[src/rtl/pattern_pkg.sv]
// Shared definitions for the test-pattern generator: pattern modes, LFSR taps
// and the base character code for the character-row pattern.
package pattern_pkg;

  typedef enum logic [1:0] {
    MODE_NOISE    = 2'd0,
    MODE_BARS     = 2'd1,
    MODE_GRADIENT = 2'd2,
    MODE_CHARROW  = 2'd3
  } mode_e;

  localparam logic [7:0] CHAR_BASE = 8'h30;

  // Right-shifting Galois masks for maximal-length sequences.
  function automatic logic [31:0] lfsr_taps(input int width);
    case (width)
      16:      return 32'h0000_B400;
      24:      return 32'h00E1_0000;
      32:      return 32'h8020_0003;
      default: return 32'h0000_0000;
    endcase
  endfunction

endpackage

[src/rtl/pattern_if.sv]
// Pixel-coordinate / control inputs and colour outputs of the pattern generator.
interface pattern_if #(
  parameter int CX_WIDTH     = 10,
  parameter int CY_WIDTH     = 10,
  parameter int CHAN_WIDTH   = 8,
  parameter int NUM_CHANNELS = 3
);
  logic [CX_WIDTH-1:0]                cx;
  logic [CY_WIDTH-1:0]                cy;
  logic [1:0]                         mode_sel;
  logic                               mode_load;
  logic                               freeze;
  logic [NUM_CHANNELS*CHAN_WIDTH-1:0] rgb;
  logic [7:0]                         codepoint;
  logic                               frame_start;
  logic [7:0]                         frame_count;
  logic [1:0]                         mode;

  modport master (
    output cx, cy, mode_sel, mode_load, freeze,
    input  rgb, codepoint, frame_start, frame_count, mode
  );

  modport slave (
    input  cx, cy, mode_sel, mode_load, freeze,
    output rgb, codepoint, frame_start, frame_count, mode
  );
endinterface

[src/rtl/pattern_lfsr.sv]
// Galois LFSR noise source with hold enable; an all-zero state (only reachable
// through upset) is replaced by the seed on the following cycle.
module pattern_lfsr
  import pattern_pkg::*;
#(
  parameter int WIDTH = 24
) (
  input  logic             clk_pixel,
  input  logic             rst_n,
  input  logic             enable,
  output logic [WIDTH-1:0] state
);
  localparam logic [31:0]      TAPS_FULL = lfsr_taps(WIDTH);
  localparam logic [WIDTH-1:0] TAPS      = TAPS_FULL[WIDTH-1:0];
  localparam logic [WIDTH-1:0] SEED      = {{(WIDTH-1){1'b0}}, 1'b1};

  logic [WIDTH-1:0] state_q;
  logic [WIDTH-1:0] state_step;

  assign state_step = {1'b0, state_q[WIDTH-1:1]} ^ (state_q[0] ? TAPS : '0);

  always_ff @(posedge clk_pixel or negedge rst_n) begin
    if (!rst_n)                state_q <= SEED;
    else if (state_q == '0)    state_q <= SEED;
    else if (enable)           state_q <= state_step;
  end

  assign state = state_q;
endmodule

[src/rtl/pattern_gen.sv]
// Test-pattern generator: one-cycle registered colour per pixel, pattern mode
// switched only at frame boundaries.
//   state          | meaning
//   MODE_NOISE     | LFSR noise on every channel
//   MODE_BARS      | eight vertical colour bars, white to black
//   MODE_GRADIENT  | cx / cy / frame_count ramps
//   MODE_CHARROW   | flat colour from the character-row codepoint
module pattern_gen
  import pattern_pkg::*;
#(
  parameter int CX_WIDTH     = 10,
  parameter int CY_WIDTH     = 10,
  parameter int CHAN_WIDTH   = 8,
  parameter int NUM_CHANNELS = 3,
  parameter int LFSR_WIDTH   = 24,
  parameter int FRAME_WIDTH  = 640,
  parameter int FRAME_HEIGHT = 480,
  parameter int CELL_SHIFT   = 4
) (
  input  logic     clk_pixel,
  input  logic     rst_n,
  pattern_if.slave pif
);
  localparam int RGB_W = NUM_CHANNELS * CHAN_WIDTH;
  localparam int ROW_W = CY_WIDTH - CELL_SHIFT;

  mode_e                  mode_q, mode_d, pending_q, pending_d;
  logic [7:0]             fc_q, fc_d, cp_q, cp_d;
  logic [ROW_W-1:0]       row_q, row_d;
  logic [RGB_W-1:0]       rgb_q, rgb_d;
  logic                   fs_q;
  logic                   boundary, active;
  logic [LFSR_WIDTH-1:0]  lfsr_state;
  logic [CHAN_WIDTH-1:0]  cx_al, cy_al, fc_al, cp_al;
  logic [CX_WIDTH+2:0]    cx_x8;
  logic [2:0]             bar_idx, bar_inv;
  logic [RGB_W-1:0]       noise_rgb, bars_rgb, grad_rgb;

  assign boundary = (pif.cx == '0) && (pif.cy == '0);
  assign active   = (pif.cx < CX_WIDTH'(FRAME_WIDTH)) && (pif.cy < CY_WIDTH'(FRAME_HEIGHT));

  pattern_lfsr #(.WIDTH(LFSR_WIDTH)) u_lfsr (
    .clk_pixel (clk_pixel),
    .rst_n     (rst_n),
    .enable    (!pif.freeze),
    .state     (lfsr_state)
  );

  // MSB-align each source onto a colour channel.
  generate
    if (CX_WIDTH >= CHAN_WIDTH) begin : g_cx_trunc
      assign cx_al = pif.cx[CX_WIDTH-1 -: CHAN_WIDTH];
    end else begin : g_cx_ext
      assign cx_al = {pif.cx, {(CHAN_WIDTH-CX_WIDTH){1'b0}}};
    end
    if (CY_WIDTH >= CHAN_WIDTH) begin : g_cy_trunc
      assign cy_al = pif.cy[CY_WIDTH-1 -: CHAN_WIDTH];
    end else begin : g_cy_ext
      assign cy_al = {pif.cy, {(CHAN_WIDTH-CY_WIDTH){1'b0}}};
    end
    if (CHAN_WIDTH <= 8) begin : g_byte_trunc
      assign fc_al = fc_d[7 -: CHAN_WIDTH];
      assign cp_al = cp_d[7 -: CHAN_WIDTH];
    end else begin : g_byte_ext
      assign fc_al = {fc_d, {(CHAN_WIDTH-8){1'b0}}};
      assign cp_al = {cp_d, {(CHAN_WIDTH-8){1'b0}}};
    end
  endgenerate

  // Mode, frame counter and character-row tracking.
  always_comb begin
    pending_d = pif.mode_load ? mode_e'(pif.mode_sel) : pending_q;
    mode_d    = mode_q;
    fc_d      = fc_q;
    if (boundary) begin
      mode_d = pending_d;
      if (!pif.freeze) fc_d = fc_q + 8'd1;
    end

    cp_d  = cp_q;
    row_d = row_q;
    if (pif.cy == '0) begin
      cp_d  = CHAR_BASE;
      row_d = '0;
    end else if (pif.cy[CY_WIDTH-1:CELL_SHIFT] != row_q) begin
      cp_d  = cp_q + 8'd1;
      row_d = pif.cy[CY_WIDTH-1:CELL_SHIFT];
    end
  end

  // Colour sources; the boundary pixel already uses the mode of the new frame.
  always_comb begin
    cx_x8   = {pif.cx, 3'b000};
    bar_idx = 3'd0;
    for (int b = 1; b < 8; b++)
      if (cx_x8 >= (CX_WIDTH+3)'(b * FRAME_WIDTH)) bar_idx = 3'(b);
    bar_inv = ~bar_idx;

    noise_rgb = '0;
    bars_rgb  = '0;
    grad_rgb  = '0;
    for (int i = 0; i < NUM_CHANNELS; i++) begin
      for (int j = 0; j < CHAN_WIDTH; j++)
        noise_rgb[i*CHAN_WIDTH+j] = lfsr_state[(i*CHAN_WIDTH+j) % LFSR_WIDTH];
      bars_rgb[i*CHAN_WIDTH +: CHAN_WIDTH] = {CHAN_WIDTH{bar_inv[i % 3]}};
      grad_rgb[i*CHAN_WIDTH +: CHAN_WIDTH] = (i == 0) ? cx_al : (i == 1) ? cy_al : fc_al;
    end

    rgb_d = '0;
    if (active) begin
      case (mode_d)
        MODE_NOISE:    rgb_d = noise_rgb;
        MODE_BARS:     rgb_d = bars_rgb;
        MODE_GRADIENT: rgb_d = grad_rgb;
        MODE_CHARROW:  rgb_d = {NUM_CHANNELS{cp_al}};
        default:       rgb_d = '0;
      endcase
    end
  end

  always_ff @(posedge clk_pixel or negedge rst_n) begin
    if (!rst_n) begin
      mode_q    <= MODE_NOISE;
      pending_q <= MODE_NOISE;
      fc_q      <= 8'd0;
      cp_q      <= CHAR_BASE;
      row_q     <= '0;
      rgb_q     <= '0;
      fs_q      <= 1'b0;
    end else begin
      mode_q    <= mode_d;
      pending_q <= pending_d;
      fc_q      <= fc_d;
      cp_q      <= cp_d;
      row_q     <= row_d;
      rgb_q     <= rgb_d;
      fs_q      <= boundary;
    end
  end

  assign pif.rgb         = rgb_q;
  assign pif.codepoint   = cp_q;
  assign pif.frame_start = fs_q;
  assign pif.frame_count = fc_q;
  assign pif.mode        = mode_q;
endmodule

[src/flat_wrapper.sv]
// flat-port wrapper written by rule: the top's interface ports become plain ports
module pattern_gen_flat import pattern_pkg::*;
#(
  parameter int CX_WIDTH     = 10,
  parameter int CY_WIDTH     = 10,
  parameter int CHAN_WIDTH   = 8,
  parameter int NUM_CHANNELS = 3,
  parameter int LFSR_WIDTH   = 24,
  parameter int FRAME_WIDTH  = 640,
  parameter int FRAME_HEIGHT = 480,
  parameter int CELL_SHIFT   = 4
)
  (clk_pixel, rst_n, pif_cx, pif_cy, pif_mode_sel, pif_mode_load, pif_freeze, pif_rgb, pif_codepoint, pif_frame_start, pif_frame_count, pif_mode);
  pattern_if #(.CX_WIDTH(CX_WIDTH), .CY_WIDTH(CY_WIDTH), .CHAN_WIDTH(CHAN_WIDTH), .NUM_CHANNELS(NUM_CHANNELS)) pif_i ();
  input  logic clk_pixel;
  input  logic rst_n;
  input wire logic [$bits(pif_i.cx)-1:0] pif_cx;
  input wire logic [$bits(pif_i.cy)-1:0] pif_cy;
  input wire logic [$bits(pif_i.mode_sel)-1:0] pif_mode_sel;
  input wire logic [$bits(pif_i.mode_load)-1:0] pif_mode_load;
  input wire logic [$bits(pif_i.freeze)-1:0] pif_freeze;
  output wire logic [$bits(pif_i.rgb)-1:0] pif_rgb;
  output wire logic [$bits(pif_i.codepoint)-1:0] pif_codepoint;
  output wire logic [$bits(pif_i.frame_start)-1:0] pif_frame_start;
  output wire logic [$bits(pif_i.frame_count)-1:0] pif_frame_count;
  output wire logic [$bits(pif_i.mode)-1:0] pif_mode;
  assign pif_i.cx = pif_cx;
  assign pif_i.cy = pif_cy;
  assign pif_i.mode_sel = pif_mode_sel;
  assign pif_i.mode_load = pif_mode_load;
  assign pif_i.freeze = pif_freeze;
  assign pif_rgb = pif_i.rgb;
  assign pif_codepoint = pif_i.codepoint;
  assign pif_frame_start = pif_i.frame_start;
  assign pif_frame_count = pif_i.frame_count;
  assign pif_mode = pif_i.mode;
  pattern_gen #(.CX_WIDTH(CX_WIDTH), .CY_WIDTH(CY_WIDTH), .CHAN_WIDTH(CHAN_WIDTH), .NUM_CHANNELS(NUM_CHANNELS), .LFSR_WIDTH(LFSR_WIDTH), .FRAME_WIDTH(FRAME_WIDTH), .FRAME_HEIGHT(FRAME_HEIGHT), .CELL_SHIFT(CELL_SHIFT)) u_core (.clk_pixel(clk_pixel), .rst_n(rst_n), .pif(pif_i));
endmodule
[config.mk]
export PLATFORM = sky130hd
export DESIGN_NAME = pattern_gen_flat
export DESIGN_NICKNAME = d
export VERILOG_FILES = /design/src/rtl/pattern_pkg.sv /design/src/rtl/pattern_if.sv /design/src/rtl/pattern_lfsr.sv /design/src/rtl/pattern_gen.sv /design/src/flat_wrapper.sv
export SDC_FILE = /design/constraint.sdc
export NUM_CORES = 1
export LEC_CHECK = 0
export ABC_AREA = 1
export BUFFER_PORTS_ARGS = -buffer_cell sky130_fd_sc_hd__buf_4
export CORE_MARGIN = 2
export CORE_UTILIZATION = 40
export CTS_CLUSTER_DIAMETER = 80
export CTS_CLUSTER_SIZE = 24
export DETAILED_ROUTE_END_ITERATION = 6
export PLACE_DENSITY = 0.59
export SYNTH_ARGS = -nofsm -noshare
export SYNTH_HDL_FRONTEND = slang
export SYNTH_HIERARCHICAL = 1
export SYNTH_SLANG_ARGS = --single-unit
[constraint.sdc]
create_clock -name clk_pixel -period 1.8 [get_ports clk_pixel]
set_input_delay 0.27 -clock clk_pixel [delete_from_list [all_inputs] [get_ports clk_pixel]]
set_output_delay 0.27 -clock clk_pixel [all_outputs]
set_load 0.05 [all_outputs]
==> results.md, run 1 <==
- Vias per cell: 4.70
- Clock Tree Buf Depth: 2
- IO buf count: 68
- Post-synthesis mux area share: 0.00245
- Total GRT Usage: 0.203
- DRC viols: 0
- Endpoints failing setup: 0
- Max-capacitance violation count: 0
- CTS sink cnt: 75
- Clk slew on worst S/H paths: 0.09 ns
- Post-synthesis adder-cell area fraction: 0.00612
- Clock tree from TritonCTS: yes
- Synth Cell Area: 0.00409 sq mm
- Ports: 69
- Post-DP HPWL: 8090 um
- Rel. slew slack: 0.764
- CTS buffer count: 9
- Yosys cell types: 33
- # rows: 36
- Antenna-violating nets left: 0
- Drt initial violations: 255
- Worst setup SP type: flop
- Syn_nets: 604
- Number of global-route vias before repair: ~3.8k
- Die W: 105 um
- Run status: finished clean
- WS Path Type: flop to flop
- Initial DRT Pass Iterations: 4
- WL/cell: 12.9 um
- Antenna violations before repair: 0
- Worst setup EP type: flop
- Data required, critical path: 2.10 ns
- HP Class: input pin to flop
- Starting Density: 0.415
- CP Max Fanout: 11
- Core Box Area: 0.00986 sq mm
- Final Hold Fails: 0
- GP Congestion: 0.887
- Final worst path period share: 0.952
- Fill count: 971
- Final nets: approximately 710
- Worst-skew pair later-pin latency: around 0.36 ns
- Detailed Route WL: 10,700 um
- Grt total ovfl: 0
- Worst endpoint data arrival time: 2.02 ns
- Via count of the routed design: 3,864
- FF+latch count, synth: between 70 and 80
- Die area: approximately 0.011 sq mm
- Syn avg cell area: 7.10 sq um
- Worst reg-to-reg path cell count: 10
- Leak: 3.16 nW
- Worst Skew: approximately 0.007 ns
- Root buf cell: clkbuf_8
- Share of cells above drive strength 1: 0.249
- CTS HTree Levels: 3
- Power, Total: 5.55 mW
- Post-Synthesis Cells: 576
- First-pass GRT wire length: approximately 18,000 um
- Post-synthesis simple-gate area fraction: 0.335
- Die height: 105 um
- Synth Area in Compound Gates: 0.0706
- Final setup TNS: 0 ns
- Hold Path Depth: 2
- Worst-margin pin slew: 0.354 ns
- Pwr dens: 1030 mW/mm^2
- Syn-to-layout area delta: 31.2%
- Ys Warns: 6
- Largest net degree at the start of global routing: 35
- Synth Area in XOR/XNOR: 0.0214
- Seq/Total Area, Yosys: 0.460
- Peak supply drop: roughly 0.54 mV
- # diodes: 0
- Combinational family with the most area after synthesis: simple AND/OR/NAND/NOR gates
- Min cycle time layout: about 1.7 ns
- FMAX: 0.584 GHz
- Final Max Slew Viols: 0
==> critical path, stage by stage, from the launching register on <==
cell      delay [ns]
dfrtp_1         0.38
nor2_1          0.08
nor2_1          0.06
nor2_2          0.15
nand3_2         0.11
buf_6           0.15
o211ai_1        0.32
nand2_2         0.18
nand3_1         0.11
nand2_1         0.05
inv_1           0.06
==> layout by cell type (no fill, tap or decap), drive strengths merged, types with 3 or more instances in the layout <==
| master | synthesis | layout |
|---|---|---|
| a21oi | 7 | 7 |
| buf | 11 | 118 |
| clkbuf | 10 | 9 |
| clkinv | 1 | 3 |
| dfrtp | 72 | 72 |
| dfstp | 3 | 3 |
| inv | 82 | 86 |
| nand2 | 214 | 214 |
| nand3 | 40 | 40 |
| nand4 | 5 | 5 |
| nor2 | 65 | 65 |
| nor3 | 4 | 4 |
| o21ai | 44 | 44 |
| xnor2 | 4 | 4 |
| xor2 | 6 | 6 |
==> logic make-up (layout without fill, tap and decap cells) <==
| family | after synthesis | in the layout |
|---|---|---|
| and+or+nand+nor | 330 | 330 |
| AOI/OAI and AO/OA | 54 | 54 |
| xor gates and xnor gates | 10 | 10 |
| buffers and inverters | 104 | 218 |
| DFF | 75 | 75 |
| muxes | 1 | 1 |
| adders and majority gates | 2 | 2 |
==> synthesized netlist by cell type, drive strengths merged <==
library cell	n	area share
nand2	214	0.20
inv	82	0.076
dfrtp	72	0.44
nor2	65	0.070
o21ai	44	0.057
nand3	40	0.051
buf	11	0.018
clkbuf	10	0.0095
a21oi	7	0.0086
xor2	6	0.013
nand4	5	0.0076
nor3	4	0.0061
xnor2	4	0.0086
dfstp	3	0.019
ha	2	0.0061
o211ai	2	0.0037
clkinv	1	0.00092
mux2i	1	0.0024
nor4	1	0.0015
o31ai	1	0.0018
or2	1	0.0015
==> layer usage <==
| metal | part of all wire | up-vias | track usage |
|---|---|---|---|
| met5 | 0 | - | 0 |
| met3 | 0.048 | 9 | 0.0368 |
| met2 | 0.49 | 83 | 0.341 |
| li1 | - | 1977 | - |
| met4 | 0.011 | 0 | 0.0552 |
| met1 | 0.45 | 1795 | 0.270 |
==> path summary, 6_finish.rpt <==
kind | start | endpoint | slack (ns)
max in group asynchronous | rst_n | u_core/pif.codepoint[5] | 0.82
min in group asynchronous | rst_n | u_core/pending_q[1] | 0.35
hold / removal | pif_cy[9] | u_core/row_q[5] | 0.14
setup / recovery | u_core/row_q[5] | u_core/pif.rgb[4] | 0.09
hold reg to reg | u_core/pending_q[0] | u_core/pending_q[0] | 0.50
setup reg to reg | u_core/row_q[5] | u_core/pif.rgb[4] | 0.09
==> final cells by class <==
cell class	count	area, sq um	share of cell area
flip-flops and latches	75	1880	0.350
clock inverters	7	92.6	0.0173
multi-input cells	397	1840	0.343
well taps	133	166	0.0310
repair buffers	119	950	0.177
inverters	83	314	0.0585
clock buffers	9	124	0.0231
==> registers in the layout, indices dropped and copies added, names as in the netlist <==
signal and count:
u_core/pif.codepoint 8, u_core/row_q 6, u_core/u_lfsr/state 24, u_core/pif.frame_start 1, u_core/pending_q 2, u_core/pif.frame_count 8, u_core/pif.rgb 24, u_core/pif.mode 2
==> stage by stage <==
step	cells	area, sq um	utilization	hold slack, ns	setup WS, ns
after floorplan	576	4090	-	-0.0256	0.0889
after global placement	805	5070	0.514	0.206	-0.118
after CTS	822	5300	0.538	0.113	0.0101
final	823	5370	0.544	0.136	0.0869
after global routing	823	5370	0.544	0.113	-0.0544
after detailed placement	805	5070	0.514	0.209	-0.152
==> power by group <==
part	switching, mW	internal [mW]	total (mW)	leakage [nW]
logic	1.16	0.679	1.84	2.08
clock network	0.741	0.679	1.42	0.109
registers	0.291	2.00	2.29	0.973
total	2.20	3.36	5.55	3.16
==> what timing repair did <==
action / in CTS / in global routing
pin swaps: 0 / 4
setup endpoints to repair: 2 / 23
setup buffers: 0 / 1
resized for setup: 1 / 18
hold buffers: 1 / 0
hold endpoints to repair: 24 / 0
No activity file was read; power rests on OpenSTA's default activity.
==> inputs of run 2 (changes only) <==
- ABC_AREA: 1 -> unset
- ABC_CLOCK_PERIOD_IN_PS: unset -> 1800
- CELL_PAD_IN_SITES_DETAIL_PLACEMENT: unset -> 2
- CELL_PAD_IN_SITES_GLOBAL_PLACEMENT: unset -> 2
- CORE_UTILIZATION: 40 -> 35
- PLACE_DENSITY: 0.59 -> 0.78
==> run 2 against run 1 <==
Compared with the run above: the flow now finishes with violations (negative setup slack); largest cell class is now multi-input gates; global-route usage up 15 points; power up 42%; synthesized cell count down 40%; flip-flop and latch count unchanged; sequential power up 24%; via count up 5.7%; sequential share of layout area down 3.7 points; clock-buffer cell count unchanged; routed wire length up 120%; setup slack worse by 0.68 ns; register-to-register slack worse by 0.68 ns.
==> results.md, run 2 <==
- Run status: finished, violations left
- Failing checks: negative setup slack
- Starting Density: 0.359
- Max-capacitance violation count: 0
- Commonest non-fill, non-tap cell in the layout: buf_4
- Clock Tree Buf Depth: 2
- Syn-to-layout area delta: 63.1%
- Min cycle time layout: around 2.4 ns
- Count leader, synth: dfrtp_1
- Via count of the routed design: 4,086
- Worst endpoint data arrival time: 2.66 ns
- Sequential cell fraction of total power: 0.363
- Largest net degree at the start of global routing: 39
- Data required, critical path: 2.07 ns
- Synth area leader: dfrtp_1
- Final worst path period share: 1.33
- Worst-margin pin slew: just under 0.6 ns
- Power, Total: slightly below 8 mW
- Ports: 69
- # rows: 37
- Die area: 0.0114 sq mm
- Pwr dens: 1310 mW/mm^2
- Detailed Route WL: 23,700 um
- Worst setup EP type: flop
- NetSw: 3.43 mW
- First-pass GRT wire length: roughly 29,000 um
- Vias per cell: 6.33
- Syn_nets: 374
- Share of cells above drive strength 1: 0.594
- Worst Skew: 0.0331 ns
- Antenna-violating nets left: 0
- Worst reg-to-reg path cell count: 8
- Clk slew on worst S/H paths: 0.11 ns
- Die height: 107 um
- Seq/Total Area, Yosys: 0.510
- Root buf cell: clkbuf_8
- Syn avg cell area: between 10 and 15 sq um
- # diodes: 0
- Most frequent cells in the layout: 144 x buf_4, 72 x dfrtp_1, 22 x nand2_1
- Pint: about 4.4 mW
- Endpoints failing setup: 37
- GR Util met1: 0.440
- CP Max Fanout: 3
- Antenna violations before repair: 0
- Critical path depth: 8
- Comb pwr share: 0.415
- Met3 Track Usage GR: 0.0638
- FF+latch count, synth: 75
- WL/cell: 36.7 um
- Worst setup SP type: flop
- Peak supply drop: 1.07 mV
- Number of global-route vias before repair: around 4.3k
- Initial DRT Pass Iterations: 5
- Post-Synthesis Cells: about 350
- Top cell type's share of synthesized area: 0.489
- Post-synth top cells: 72 x dfrtp_1, 33 x nand2_1, 30 x o21ai_0
- WS Path Type: flop to flop
- Bufs and invs on worst path: 2
- DRC viols: 0
- Final Max Slew Viols: 0
- Cell family with most CP delay: compound AO/OA/AOI/OAI gates
- Core Box Area: between 0.01 and 0.015 sq mm
- Crit path cell chain: xor2_1 -> nor4_1 -> buf_4 -> a2111oi_1 -> buf_4 -> xnor2_4 -> a21o_4 -> a31oi_1
- EDFF count, synth: 0
- CTS sink cnt: 75
- Crit-path slowest cell: a2111oi_1
- Fill count: 978
- Grt total ovfl: 0
- Clock tree from TritonCTS: yes
- FMAX: 0.418 GHz
- Drt initial violations: 410
- Unrepaired setup endpoints after global routing: true
- Ys Warns: 6
- Switching portion of total power: 0.436
- Synth Cell Area: 0.00368 sq mm
- HP Class: input pin to flop
- GR peak layer: met2
- Die W: 107 um
- Met2 GRT Util: 0.596
- Ys flop type: dfrtp_1
- Final setup TNS: -9.86 ns
- Yosys cell types: 52
- Final Hold Fails: 0
- Largest stage delay on the critical path: 0.48 ns
- Largest cells by area after synthesis: dfrtp_1 49%, mux2_2 6.4%, o21ai_0 4.1%
- Total GRT Usage: 0.357
- Worst-skew pair later-pin latency: 0.39 ns
- FFs w/ async S/R, synth: 1.00
- CP dominant cell by count: buf_4
- Hold Path Depth: 2
- CTS HTree Levels: 3
- Leak: around 2.7 nW
- Hold slack: 0.174 ns
- CTS buffer count: 9
- Post-DP HPWL: 10,900 um
- IO buf count: 68
- Rel. slew slack: 0.608
- GP Congestion: 0.857
- Final nets: between 500 and 600
- Clock share of power: 0.223
- Final WS setup: -0.591 ns
==> run 2: routing by layer <==
| metal | part of all wire | vias to the layer above |
|---|---|---|
| met3 | 0.071 | 114 |
| met2 | 0.49 | 266 |
| met1 | 0.37 | 2123 |
| li1 | - | 1583 |
| met4 | 0.067 | 0 |
| met5 | 0 | - |
==> run 2: repair_timing <==
item                                    in CTS  in global routing
cloned                                       2                  2
setup buffers                                8                 19
endpoints found under the setup margin      31                 35
pin swaps                                   11                 27
hold buffers                                 1                  0
hold endpoints to repair                    21                  0
resized for setup                           53                 91
==> run 2: final timing paths <==
check	from	to	slack (ns)
worst min-delay path	pif_cy[9]	u_core/row_q[5]	0.17
worst min register to register	u_core/u_lfsr/state[19]	u_core/u_lfsr/state[18]	0.59
worst max-delay path	u_core/row_q[2]	u_core/pif.rgb[21]	-0.59
worst max register to register	u_core/row_q[2]	u_core/pif.rgb[21]	-0.59
max in group asynchronous	rst_n	u_core/u_lfsr/state[0]	0.88
min in group asynchronous	rst_n	u_core/pif.rgb[22]	0.32
==> run 2: kinds of logic (layout without fill, tap and decap cells) <==
family / Yosys count / after routing / synth area share
AOI/OAI and AO/OA: 96 / 100 / 0.161
and+or+nand+nor: 96 / 96 / 0.150
DFF: 75 / 75 / 0.510
buffers and inverters: 30 / 190 / 0.0445
muxes: 24 / 24 / 0.0723
xor gates and xnor gates: 23 / 23 / 0.0547
adders and majority gates: 2 / 2 / 0.00679
==> run 2: layout make-up <==
cell class | instances | area [sq um] | share of cell area
Inverter | 10 | 37.5 | 0.00625
Clock buffer | 9 | 124 | 0.0206
Tap cell | 136 | 170 | 0.0283
Multi-Input combinational cell | 245 | 2350 | 0.391
Timing Repair Buffer | 164 | 1330 | 0.222
Clock inverter | 7 | 116 | 0.0194
Sequential cell | 75 | 1880 | 0.313
==> run 2: power groups by stage <==
stage	Clock, mW	Combinational, mW	Sequential, mW
after global placement	0	2.35	2.70
after floorplan	0	0.796	3.23
final	1.75	3.26	2.85
after CTS	1.66	2.62	2.75
after detailed placement	0	2.47	2.75
after global routing	1.79	3.35	2.89
==> run 2: through the flow <==
| stage | instances | util | worst slack, ns | instance area (sq um) |
|---|---|---|---|---|
| finish | 646 | 0.585 | -0.591 | 6010 |
| global route | 646 | 0.585 | -0.560 | 6010 |
| CTS | 631 | 0.527 | -0.239 | 5420 |
| detailed placement | 604 | 0.471 | -0.834 | 4840 |
| global placement | 604 | 0.471 | -0.672 | 4840 |
| floorplan | 346 | - | -0.328 | 3740 |
==> inputs of run 3 (changes only) <==
- ABC_CLOCK_PERIOD_IN_PS: 1800 -> 2850
- CELL_PAD_IN_SITES_DETAIL_PLACEMENT: 2 -> unset
- CELL_PAD_IN_SITES_GLOBAL_PLACEMENT: 2 -> unset
- CORE_UTILIZATION: 35 -> 40
- PLACE_DENSITY: 0.78 -> 0.6
- clock period: 1.8 -> 2.85 ns (I/O delays scaled with it)
==> run 3 against run 2 <==
Compared with the run above: the flow now finishes without violations; critical path type is now input pin to flop; routed wire length decreased by 60%; clock power down 54%; clock-buffer cell count rose by 5; sequential power decreased by 40%; critical endpoint is now u_core/pif.rgb[4].
==> results.md, run 3 (synthesis gave the netlist of run 2 again) <==
- DRC viols: 0
- Run status: finished clean
- Critical Path Sink: u_core/pif.rgb[4]
- IO buf count: between 60 and 70
- Via count of the routed design: 2,903
- GP Congestion: 0.867
- Min cycle time layout: 2.50 ns
- Final Max Slew Viols: 0
- Grt total ovfl: 0
- Worst Skew: 0.00586 ns
- # diodes: 0
- Final Hold Fails: 0
- Die area: 0.0100 sq mm
- Unrepaired setup endpoints after global routing: false
- Number of global-route vias before repair: approximately 2.9k
- Share of cells above drive strength 1: 0.295
- WS Path Type: input pin to flop
- CTS sink cnt: 75
- Commonest non-fill, non-tap cell in the layout: buf_4
- Worst setup SP type: input pin
- Drt initial violations: approximately 230
- Switching portion of total power: 0.387
- Peak supply drop: 0.422 mV
- Worst endpoint data arrival time: 2.75 ns
- Vias per cell: about 5.5
- Worst setup EP type: flop
- Rel. slew slack: 0.375
- Reg2reg setup slack: 0.79 ns
- Final worst path period share: 0.878
- Most frequent cells in the layout: 78 x buf_4, 72 x dfrtp_1, 33 x nand2_1
- Root buf cell: clkbuf_8
- Core Box Area: roughly 0.009 sq mm
- WL/cell: 18.1 um
- CTS-repair resized insts: 0
- Clock Tree Buf Depth: 2
- Data required, critical path: 3.09 ns
- Antenna violations before repair: 0
- Die height: ~100 um
- Clock tree from TritonCTS: yes
- Max-capacitance violation count: 0
- Post-DP HPWL: approximately 7100 um
- Worst reg-to-reg path cell count: 7
- Total GRT Usage: 0.201
- Starting Density: 0.405
- Detailed Route WL: 9600 um
- Comb pwr share: 0.331
- Largest net degree at the start of global routing: 76
- Syn-to-layout area delta: 21.3%
- Endpoints failing setup: 0
- Sequential cell fraction of total power: 0.455
- Final setup TNS: 0 ns
- NetSw: 1.45 mW
- Crit path launch: pif_cx[4]
- Final core occ: 0.491
- Die W: 100 um
- Worst-margin pin slew: 0.937 ns
- CTS buffer count: 9
- Setup Fix Bufs, Post-CTS: 0
- Reg2reg start: u_core/row_q[2]
- Pint: 2.30 mW
- CP Max Fanout: 25
- Final nets: 443
- HP Class: input pin to asynchronous set/reset pin
- Ports: 69
- Initial DRT Pass Iterations: 4
- Post-CTS Hold Fix Bufs: 0
- Clk slew on worst S/H paths: roughly 0.07 ns
- CTS HTree Levels: 3
- Leak: 2.03 nW
- Critical R2R Capture: u_core/pif.rgb[21]
- Clock share of power: 0.214
- Worst-skew pair later-pin latency: roughly 0.35 ns
- First-pass GRT wire length: 15,300 um
- FMAX: 0.400 GHz
- Pwr dens: about 840 mW/mm^2
- # rows: 35
- Antenna-violating nets left: 0
[run 3: through the flow]
step / worst slack [ns] / instances / power (mW) / area (sq um) / hold WS, ns
floorplan: 0.464 / 346 / 2.54 / 3680 / 0.132
global placement: 0.0599 / 515 / 2.95 / 4280 / 0.503
detailed placement: 0.0277 / 515 / 2.97 / 4280 / 0.514
CTS: 0.392 / 531 / 3.77 / 4470 / 0.207
global route: 0.255 / 531 / 3.95 / 4470 / 0.200
finish: 0.347 / 531 / 3.75 / 4470 / 0.195
[run 3: final cells by class]
cell class / instances / area [sq um]
sequential: 75 / 1880
clock inverter: 2 / 35.0
inverter: 10 / 37.5
tap: 111 / 139
multi-input combinational: 241 / 1640
clock buffer: 14 / 153
fill: 873 / 4640
timing repair buffer: 78 / 586
[run 3: layer usage]
metal  GRT usage  wire (um)  up-vias
met5           0          0        -
met4      0.0759        197        0
met3      0.0425        512       15
met2       0.302       4570       66
met1       0.287       4320     1431
li1            -          -     1391
[run 3: worst min path at each step]
stage,from,to,slack (ns),cells past startpoint
6_report,rst_n,u_core/pif.rgb[11],0.19,1
5_1_grt,pif_cy[9],u_core/row_q[5],0.20,1
4_1_cts,pif_cy[9],u_core/row_q[5],0.21,1
3_5_place_dp,u_core/pif.frame_count[7],u_core/pif.frame_count[7],0.51,1
3_3_place_gp,u_core/pif.frame_count[7],u_core/pif.frame_count[7],0.50,1
2_1_floorplan,rst_n,u_core/pending_q[0],0.13,0
[run 3: critical path, stage by stage]
cell	delay [ns]
buf_4	0.13
or4_4	0.52
or4_1	0.63
nor2_8	0.26
o32a_2	0.41
o21ai_0	0.13
a31oi_1	0.24
[run 3: power groups by stage]
stage / clock network, mW / logic, mW / registers [mW]
after global routing: 0.867 / 1.32 / 1.76
after global placement: 0 / 1.23 / 1.73
after detailed placement: 0 / 1.24 / 1.73
after CTS: 0.818 / 1.25 / 1.71
final: 0.803 / 1.24 / 1.70
after floorplan: 0 / 0.501 / 2.04
